File: config.mk
export PLATFORM = sky130hd
export DESIGN_NAME = mem_arbiter
export DESIGN_NICKNAME = d
export VERILOG_FILES = /design/src/rtl/mem_arb_pkg.sv /design/src/rtl/mem_arb_select.sv /design/src/rtl/mem_arbiter.sv
export SDC_FILE = /design/constraint.sdc
export NUM_CORES = 1
export LEC_CHECK = 0
export BUFFER_PORTS_ARGS = -buffer_cell sky130_fd_sc_hd__buf_2
export CORE_MARGIN = 4
export CORE_UTILIZATION = 41
export CTS_BUF_LIST = sky130_fd_sc_hd__clkbuf_8 sky130_fd_sc_hd__clkbuf_16
export CTS_CLUSTER_DIAMETER = 40
export DETAILED_ROUTE_END_ITERATION = 12
export MAX_ROUTING_LAYER = met4
export PLACE_DENSITY = 0.77
export REMOVE_ABC_BUFFERS = 1
export SLEW_MARGIN = 20
export SYNTH_ARGS = -nofsm -noshare
export SYNTH_HDL_FRONTEND = slang
export SYNTH_HIERARCHICAL = 1
export SYNTH_SLANG_ARGS = --single-unit
File: constraint.sdc
create_clock -name clk -period 1.8 [get_ports clk]
set_input_delay 0.27 -clock clk [delete_from_list [all_inputs] [get_ports clk]]
set_output_delay 0.27 -clock clk [all_outputs]
set_load 0.05 [all_outputs]
File: src/rtl/mem_arb_pkg.sv
// ---------------------------------------------------------------------------
// mem_arb_pkg
// Shared types and constants for the unified-memory arbiter.
//   arb_state_t  : arbiter FSM states
//   REQ_CORE/LOAD: requester ids carried in grant_id
//   LAT_W        : width of the read-latency down-counter (RD_LAT <= 7)
//   STARVE_W     : width of the starvation counter (MAX_WAIT <= 15)
// ---------------------------------------------------------------------------
package mem_arb_pkg;

  typedef enum logic [1:0] {
    IDLE   = 2'd0,
    ACCESS = 2'd1,
    WAIT   = 2'd2,
    RESP   = 2'd3
  } arb_state_t;

  localparam logic REQ_CORE = 1'b0;
  localparam logic REQ_LOAD = 1'b1;

  localparam int LAT_W    = 3;
  localparam int STARVE_W = 4;

endpackage

File: src/rtl/mem_arb_select.sv
// ---------------------------------------------------------------------------
// mem_arb_select
// Combinational winner pick for one arbitration slot.
// Default build: the core has priority, but the loader wins once the core
// has been granted MAX_WAIT times in a row while the loader was pending.
// With MEM_ARB_ROUND_ROBIN_EN defined: on contention the port that did not
// own the last transaction wins; the starvation count is ignored.
//
// Ports:
//   c_valid_i    in   core request valid
//   l_valid_i    in   loader request valid
//   starve_cnt_i in   consecutive core wins while loader pending
//   grant_id_i   in   owner of the last transaction
//   win_valid_o  out  some port is requesting
//   win_id_o     out  winning port id (REQ_CORE / REQ_LOAD)
// ---------------------------------------------------------------------------
module mem_arb_select
  import mem_arb_pkg::*;
#(
  parameter int MAX_WAIT = 4
) (
  input  logic                c_valid_i,
  input  logic                l_valid_i,
  input  logic [STARVE_W-1:0] starve_cnt_i,
  input  logic                grant_id_i,
  output logic                win_valid_o,
  output logic                win_id_o
);

  assign win_valid_o = c_valid_i | l_valid_i;

`ifdef MEM_ARB_ROUND_ROBIN_EN
  // Starvation tracking has no role when fairness comes from alternation.
  logic unused_sel;
  assign unused_sel = ^{starve_cnt_i, STARVE_W'(MAX_WAIT)};

  always_comb begin
    win_id_o = REQ_CORE;
    if (c_valid_i && l_valid_i) begin
      win_id_o = ~grant_id_i;
    end else if (l_valid_i) begin
      win_id_o = REQ_LOAD;
    end
  end
`else
  logic unused_sel;
  assign unused_sel = grant_id_i;

  always_comb begin
    win_id_o = REQ_CORE;
    if (l_valid_i && ((starve_cnt_i == STARVE_W'(MAX_WAIT)) || !c_valid_i)) begin
      win_id_o = REQ_LOAD;
    end
  end
`endif

endmodule

File: src/rtl/mem_arbiter.sv
// ---------------------------------------------------------------------------
// mem_arbiter
// Shares the unified instruction/data memory between the core memory port
// and the program-loader/DMA port, one transaction at a time.
// Optional feature macro: MEM_ARB_ROUND_ROBIN_EN (round-robin on contention,
// see mem_arb_select).
//
//   state  | meaning
//   -------+-------------------------------------------------------------
//   IDLE   | arbitrate; ready to winner; latch payload on transfer
//   ACCESS | one-cycle memory strobe from the latched request
//   WAIT   | read latency down-count; capture m_rdata at count == 1
//   RESP   | one-cycle rsp pulse to the owner, then back to IDLE
//
// Ports:
//   clk, reset                 clock, synchronous active-high reset
//   c_valid/c_we/c_addr/c_wdata  core request;   c_ready accept strobe
//   c_rsp/c_rdata              core completion pulse and read data
//   l_*                        loader port, same semantics as core port
//   m_en/m_we/m_addr/m_wdata   memory request;   m_rdata read return
//   busy                       FSM not in IDLE
//   grant_id                   owner of current/last transaction (0 core)
// ---------------------------------------------------------------------------
module mem_arbiter
  import mem_arb_pkg::*;
#(
  parameter int AW       = 32,
  parameter int DW       = 32,
  parameter int RD_LAT   = 2,
  parameter int MAX_WAIT = 4
) (
  input  logic          clk,
  input  logic          reset,
  input  logic          c_valid,
  input  logic          c_we,
  input  logic [AW-1:0] c_addr,
  input  logic [DW-1:0] c_wdata,
  output logic          c_ready,
  output logic          c_rsp,
  output logic [DW-1:0] c_rdata,
  input  logic          l_valid,
  input  logic          l_we,
  input  logic [AW-1:0] l_addr,
  input  logic [DW-1:0] l_wdata,
  output logic          l_ready,
  output logic          l_rsp,
  output logic [DW-1:0] l_rdata,
  output logic          m_en,
  output logic          m_we,
  output logic [AW-1:0] m_addr,
  output logic [DW-1:0] m_wdata,
  input  logic [DW-1:0] m_rdata,
  output logic          busy,
  output logic          grant_id
);

  arb_state_t          state_q, state_d;
  logic [LAT_W-1:0]    lat_q, lat_d;
  logic [STARVE_W-1:0] starve_q, starve_d;
  logic                grant_q, grant_d;
  logic                we_q, we_d;
  logic [AW-1:0]       addr_q, addr_d;
  logic [DW-1:0]       wdata_q, wdata_d;
  logic [DW-1:0]       c_rdata_q, c_rdata_d;
  logic [DW-1:0]       l_rdata_q, l_rdata_d;

  logic win_valid;
  logic win_id;

  mem_arb_select #(
    .MAX_WAIT (MAX_WAIT)
  ) u_select (
    .c_valid_i    (c_valid),
    .l_valid_i    (l_valid),
    .starve_cnt_i (starve_q),
    .grant_id_i   (grant_q),
    .win_valid_o  (win_valid),
    .win_id_o     (win_id)
  );

  always_ff @(posedge clk) begin
    if (reset) begin
      state_q   <= IDLE;
      lat_q     <= '0;
      starve_q  <= '0;
      grant_q   <= REQ_CORE;
      we_q      <= 1'b0;
      addr_q    <= '0;
      wdata_q   <= '0;
      c_rdata_q <= '0;
      l_rdata_q <= '0;
    end else begin
      state_q   <= state_d;
      lat_q     <= lat_d;
      starve_q  <= starve_d;
      grant_q   <= grant_d;
      we_q      <= we_d;
      addr_q    <= addr_d;
      wdata_q   <= wdata_d;
      c_rdata_q <= c_rdata_d;
      l_rdata_q <= l_rdata_d;
    end
  end

  always_comb begin
    state_d   = state_q;
    lat_d     = lat_q;
    starve_d  = starve_q;
    grant_d   = grant_q;
    we_d      = we_q;
    addr_d    = addr_q;
    wdata_d   = wdata_q;
    c_rdata_d = c_rdata_q;
    l_rdata_d = l_rdata_q;

    case (state_q)
      IDLE: begin
        // win_valid means the winner is valid and sees ready: a transfer.
        if (win_valid) begin
          state_d = ACCESS;
          grant_d = win_id;
          if (win_id == REQ_LOAD) begin
            we_d     = l_we;
            addr_d   = l_addr;
            wdata_d  = l_wdata;
            starve_d = '0;
          end else begin
            we_d    = c_we;
            addr_d  = c_addr;
            wdata_d = c_wdata;
            if (l_valid && (starve_q != STARVE_W'(MAX_WAIT))) begin
              starve_d = starve_q + STARVE_W'(1);
            end
          end
        end
      end
      ACCESS: begin
        if (we_q) begin
          state_d = RESP;
        end else begin
          state_d = WAIT;
          lat_d   = LAT_W'(RD_LAT);
        end
      end
      WAIT: begin
        // Count == 1 is the cycle in which m_rdata is valid.
        if (lat_q == LAT_W'(1)) begin
          state_d = RESP;
          if (grant_q == REQ_LOAD) begin
            l_rdata_d = m_rdata;
          end else begin
            c_rdata_d = m_rdata;
          end
        end else begin
          lat_d = lat_q - LAT_W'(1);
        end
      end
      RESP: begin
        state_d = IDLE;
      end
      default: begin
        state_d = IDLE;
      end
    endcase
  end

  assign c_ready  = (state_q == IDLE) && win_valid && (win_id == REQ_CORE);
  assign l_ready  = (state_q == IDLE) && win_valid && (win_id == REQ_LOAD);

  assign m_en     = (state_q == ACCESS);
  assign m_we     = m_en && we_q;
  assign m_addr   = addr_q;
  assign m_wdata  = wdata_q;

  assign c_rsp    = (state_q == RESP) && (grant_q == REQ_CORE);
  assign l_rsp    = (state_q == RESP) && (grant_q == REQ_LOAD);
  assign c_rdata  = c_rdata_q;
  assign l_rdata  = l_rdata_q;

  assign busy     = (state_q != IDLE);
  assign grant_id = grant_q;

endmodule

==> run_results.csv, run 1 <==
group,metric,value,unit
critical_path,cp-endpoint,"l_ready",
die,die_x,127,µm
critical_path,critPathLaunch,"starve_q[1]",
critical_path,crit_arrival,1.82,ns
timing,finalWorstSetupSlack,-0.291,ns
detailed_routing,drcViolationCount,0,
die,rows,43,
clocking,cts_buffers,17,
final_layout,nNetsFinal,1141,
clocking,cts_max_level,4,
detailed_routing,drt.antenna.violating_nets,0,
run_status,status,"complete, but fails checks",
yosys,yosys.area.top_type,"dfxtp_1",
yosys,synthCells,654,
place,dp_hpwl,12900,µm
critical_path,reg2reg_slack,-0.27,ns
critical_path,rr_worst_depth,8,
global_route,grt_pass1_vias,5429,
yosys,ys_types,39,
critical_path,path_depth,6,
timing,fin_worst_skew,0.00600,ns
run_status,violations,"negative setup slack",
timing,drv_slew,0,
detailed_routing,vias,5813,
timing,worst_pin_slew,0.349,ns
final_layout,diodes,0,
die,core,13800,µm²
detailed_routing,wl_per_cell,15.7,µm
place,port_buffers,301,
yosys,synth_area,5770,µm²
clocking,path_clk_slew,0.06,ns
global_route,overflow,0,
critical_path,critPathMaxStageDelay,0.54,ns
global_route,grt.total_usage,0.216,
critical_path,rr_startpoint,"starve_q[1]",
critical_path,worstSetupPathType,"flip-flop to primary output",
flow_run,drv_cap,0,
critical_path,crit_chain,"or4b_4 -> a21boi_4 -> buf_6 -> nand2_4 -> inv_4 -> buf_8",
power,leakagePower,0.00393,µW
critical_path,r2r-end,"m_addr[22]",
yosys,synth_edf_count,0,
yosys,ys_ff_latch,139,
timing,finalSetupViolCount,62,
critical_path,cp.required,1.53,ns
timing,hold_violations,0,
die,initial_core_util,0.417,
detailed_routing,drt_first_pass_iters,5,
yosys,yosysMostFrequentCell,"dfxtp_1",
die,die_area,16000,µm²
yosys,yosysTopAreaCellShare,0.482,
yosys,ys_warn_count,6,
timing,fmax,478,MHz
yosys,synth-main-ff-cell,"dfxtp_1",
yosys,synthArstFlopShare,0,
clocking,clkLatencyLatePin,0.41,ns
clocking,clock-sinks,139,
clocking,cts_tree,"done",
place,dp.cells,1118,
power,max-vdd-ir-drop,914,µV
yosys,synth_seq_area_share,0.482,
critical_path,critPathTopFamily,"simple AND/OR/NAND/NOR gates",
final_layout,area_growth,50.6,%
timing,rsz0062_at_grt,"yes",
global_route,grt_max_degree,80,
detailed_routing,wl,18200,µm
global_route,grt_first_pass_wirelength,27000,µm
final_layout,final_cells,1159,
place,place_congestion,0.850,
timing,period_share,1.16,
timing,layout_min_cycle_time,2.09,ns
critical_path,worst-path-buf-inv,3,
critical_path,slowest_stage,"or4b_4",
hold_path,hold_path.class,"input pin to flip-flop",
power,power_density,1450,nW/µm²
critical_path,start_kind,"flip-flop",
final_layout,drive_gt1_frac,0.436,
clocking,cts_buffer_depth,2,
final_layout,final_core_util,0.628,
die,die_h,127,µm
detailed_routing,drtIter0Drc,296,
global_route,antenna_found_initial,0,
timing,relSlewSlack,0.765,
yosys,synth_commonest_cells,"139 x dfxtp_1, 136 x nand2_1, 69 x nor2_1",
critical_path,crit_path_end_kind,"primary output",
yosys,ys_top_cells_by_area,"dfxtp_1 48%, mux2i_1 11%, nand2_1 8.8%",
critical_path,cp_max_fo,4,
yosys,syn_avg_cell_area,8.82,µm²
clocking,holdBufCountCts,0,
detailed_routing,via_per_inst,5.02,
clocking,clock_tree.root_cell,"clkbuf_16",
die,io_pins,302,
[flip-flops by register name, summed over array words and instances, names as in the netlist]
signal / count
c_rdata: 32
l_rdata: 32
m_addr: 32
m_wdata: 32
starve_q: 4
lat_q: 3
state_q: 2
grant_id: 1
we_q: 1
[worst min path at each step]
stage,from,endpoint,slack (ns),cells after the start
after floorplan,reset,c_rdata[0],0.34,1
after global placement,l_rdata[10],l_rdata[10],0.44,2
after detailed placement,c_rdata[17],c_rdata[17],0.44,2
after CTS,m_rdata[15],c_rdata[15],0.09,3
after global routing,m_rdata[23],l_rdata[23],0.09,3
final,m_rdata[9],c_rdata[9],0.11,3
[worst reg2reg max path, stage by stage, from the launching register on]
cell and delay (ns):
dfxtp_2 0.32, or4b_4 0.54, a21boi_4 0.18, buf_4 0.13, buf_6 0.12, buf_12 0.15
buf_8 0.14, mux2i_1 0.26, a211oi_1 0.11
[cells in the final DEF, fill, tap and decap left out, types with 2 or more instances in the layout]
| master | count |
|---|---|
| buf_2 | 297 |
| nand2_1 | 136 |
| dfxtp_1 | 136 |
| nor2_1 | 69 |
| a21oi_1 | 67 |
| a211oi_1 | 49 |
| mux2i_1 | 43 |
| buf_4 | 21 |
| clkbuf_16 | 19 |
| mux2i_2 | 18 |
| a211oi_2 | 16 |
| buf_12 | 11 |
| ha_1 | 9 |
| inv_1 | 8 |
| buf_8 | 7 |
| buf_6 | 6 |
| mux2i_4 | 5 |
| and2_1 | 4 |
| clkbuf_8 | 4 |
| nor3_1 | 3 |
| nand4_1 | 3 |
| o21ai_0 | 3 |
| nand3b_1 | 3 |
| a31oi_1 | 3 |
| bufinv_16 | 3 |
| clkinvlp_4 | 3 |
| dfxtp_2 | 3 |
| nor2b_1 | 2 |
| nand2b_1 | 2 |
[layout make-up]
class / count / area [µm²]
clock buffers: 21 / 480
clock inverters: 11 / 143
fillers: 1129 / 5140
inverters: 8 / 32.5
multi-input cells: 454 / 2900
flip-flops and latches: 139 / 2790
well taps: 180 / 225
repair buffers: 346 / 2120
[per-stage QoR]
stage               cell area (µm²)  hold WS (ns)  setup WS, ns  setup TNS [ns]  power, µW
floorplan                      5480         0.339         -5.49         -325.57       6710
CTS                            8370        0.0870        -0.281           -7.60      12500
global placement               7620         0.438       -0.0472          -0.763       8740
global route                   8690        0.0880        -0.362          -15.82      13200
detailed placement             7620         0.444        -0.107           -2.44       8790
finish                         8690         0.111        -0.291          -11.48      12600
[report_power, final]
group	total [µW]	switching (µW)	internal, µW
Sequential	3970	303	3670
Clock	3610	1290	2320
Combinational	5030	3600	1430
[timing repair]
item                                    CTS  global route
cloned                                    1             2
endpoints found under the setup margin   64            71
buffers inserted                          5             2
pin swaps                                 4            30
gates resized for setup                  13            65
[cell families after synthesis]
family / Yosys count / synth area share
flip-flops: 139 / 0.482
multiplexers: 66 / 0.114
adder cells (fa/ha/maj): 9 / 0.0195
buffers and inverters: 61 / 0.0557
AND/OR/NAND/NOR: 233 / 0.168
AO/OA/AOI/OAI: 146 / 0.160
[metal layers]
metal  vias to the layer above  track usage  share of wire
li1                       2869            -              -
met5                         -            -              0
met4                         0       0.0871          0.025
met3                        36       0.0459          0.086
met1                      2632        0.256           0.39
met2                       276        0.357           0.50
(Power assumes the default switching activity.)
==> inputs of run 2 (changes only) <==
--- a/config.mk
+++ b/config.mk
@@ -7,12 +7,11 @@
 export LEC_CHECK = 0
 export BUFFER_PORTS_ARGS = -buffer_cell sky130_fd_sc_hd__buf_2
 export CORE_MARGIN = 4
-export CORE_UTILIZATION = 41
+export CORE_UTILIZATION = 32
 export CTS_BUF_LIST = sky130_fd_sc_hd__clkbuf_8 sky130_fd_sc_hd__clkbuf_16
 export CTS_CLUSTER_DIAMETER = 40
 export DETAILED_ROUTE_END_ITERATION = 12
 export MAX_ROUTING_LAYER = met4
-export PLACE_DENSITY = 0.77
 export REMOVE_ABC_BUFFERS = 1
 export SLEW_MARGIN = 20
 export SYNTH_ARGS = -nofsm -noshare
==> run 2 against run 1 <==
Against the previous run: the run still ends with negative setup slack left; clock skew rose by 0.0059 ns; first-iteration DRC count down 40%; routed wire length grew 5.0%; die area up 26%; sequential share of layout area down 0.38 points; clock power rose by 3%; register-to-register slack hardly changed; total power rose by 0.34%; cell count grew 4.2%; final area increased by 1.2%; critical endpoint is now m_wdata[29].
==> run_results.csv, run 2 (same netlist as run 1, synthesis figures left out) <==
group,metric,value,unit
detailed_routing,vias,5674,
power,power_density,1440,nW/µm²
global_route,antenna_found_initial,1,
global_route,grt_first_pass_wirelength,28400,µm
timing,finalSetupViolCount,64,
die,die_h,142,µm
clocking,cts_buffer_depth,2,
critical_path,cp_max_fo,6,
clocking,cts_tree,"done",
timing,drv_slew,0,
die,initial_core_util,0.330,
timing,worst_pin_slew,0.394,ns
place,place_congestion,0.865,
power,power,12700,µW
timing,hold_violations,0,
clocking,clkLatencyLatePin,0.42,ns
timing,fin_worst_skew,0.0119,ns
global_route,grt_max_degree,77,
place,port_buffers,301,
final_layout,final_cell_mix,"297 x buf_2, 136 x nand2_1, 136 x dfxtp_1",
die,die_x,142,µm
global_route,grt.total_usage,0.183,
timing,relSlewSlack,0.735,
detailed_routing,via_per_inst,4.70,
clocking,clock_tree.root_cell,"clkbuf_16",
clocking,clock-sinks,139,
timing,fmax,482,MHz
timing,tns,-11.70,ns
timing,period_share,1.15,
critical_path,cp.required,2.10,ns
die,rows,48,
detailed_routing,drcViolationCount,0,
die,io_pins,302,
critical_path,start_kind,"flip-flop",
power,max-vdd-ir-drop,1170,µV
timing,rsz0062_at_grt,"yes",
timing,hold_ws,0.0984,ns
critical_path,crit_path_end_kind,"flip-flop",
die,core,17500,µm²
critical_path,crit_arrival,2.37,ns
run_status,status,"complete, but fails checks",
global_route,overflow,0,
clocking,holdBufCountCts,0,
clocking,cts_buffers,17,
global_route,grt_pass1_vias,5444,
die,die_area,20200,µm²
final_layout,drive_gt1_frac,0.435,
detailed_routing,drt_first_pass_iters,4,
critical_path,worstSetupPathType,"flip-flop to flip-flop",
detailed_routing,drtIter0Drc,177,
place,dp_hpwl,13800,µm
power,leakagePower,0.00394,µW
final_layout,final_common_cell,"buf_2",
final_layout,nNetsFinal,1144,
flow_run,drv_cap,0,
clocking,cts_max_level,4,
timing,layout_min_cycle_time,2.08,ns
detailed_routing,wl_per_cell,15.8,µm
run_status,violations,"negative setup slack",
detailed_routing,drt.antenna.violating_nets,0,
timing,finalWorstSetupSlack,-0.277,ns
clocking,path_clk_slew,0.07,ns
final_layout,area_growth,52.4,%
hold_path,hold_path.class,"input pin to flip-flop",
detailed_routing,wl,19100,µm
==> run 2: final timing paths <==
path                     from     endpoint  depth (start not counted)  slack (ns)
setup / recovery  starve_q[1]  m_wdata[29]                          9       -0.28
hold / removal     m_rdata[2]   c_rdata[2]                          3         0.1
setup reg to reg  starve_q[1]  m_wdata[29]                          9       -0.28
hold reg to reg   c_rdata[18]  c_rdata[18]                          2        0.45
==> run 2: through the flow <==
stage | instance area (µm²) | utilization | std cells | setup WS (ns)
floorplan | 5480 | - | 601 | -5.49
global placement | 7660 | 0.438 | 1164 | -0.106
detailed placement | 7660 | 0.438 | 1164 | -0.126
CTS | 8420 | 0.482 | 1200 | -0.289
global route | 8790 | 0.503 | 1208 | -0.347
finish | 8790 | 0.503 | 1208 | -0.277
==> run 2: timing repair <==
| item | 4_1_cts | 5_1_grt |
|---|---|---|
| pin swaps | 1 | 24 |
| endpoints found under the setup margin | 58 | 90 |
| setup buffers | 2 | 5 |
| resized for setup | 17 | 59 |
| gates cloned | 2 | 2 |
==> run 2: report_power, final <==
part           internal, µW  switching (µW)
clock network          2250            1460
logic                  1410            3550
registers              3670             323
total                  7330            5330
==> run 2: layout make-up <==
| cell class | count | area (µm²) |
|---|---|---|
| clock inverters | 14 | 183 |
| clock buffers | 18 | 439 |
| multi-input cells | 454 | 2930 |
| repair buffers | 349 | 2140 |
| fillers | 1717 | 8680 |
| flip-flops and latches | 139 | 2790 |
| well taps | 225 | 282 |
| inverters | 8 | 30.0 |
| diodes | 1 | 2.50 |
==> run 2: routing by layer <==
layer	track usage	wire length (µm)	vias to the layer above
met5	-	0	-
met2	0.294	9000	226
met3	0.0467	1600	21
met4	0.0626	333	0
met1	0.225	8120	2540
li1	-	-	2887
==> run 2: worst max-delay path: stages (launching register included) <==
cell and delay [ns]:
dfxtp_1 0.31, or4b_4 0.54, a21boi_4 0.16, buf_4 0.13
buf_6 0.12, buf_12 0.14, buf_4 0.12, buf_4 0.12
mux2i_1 0.22, a211oi_1 0.10
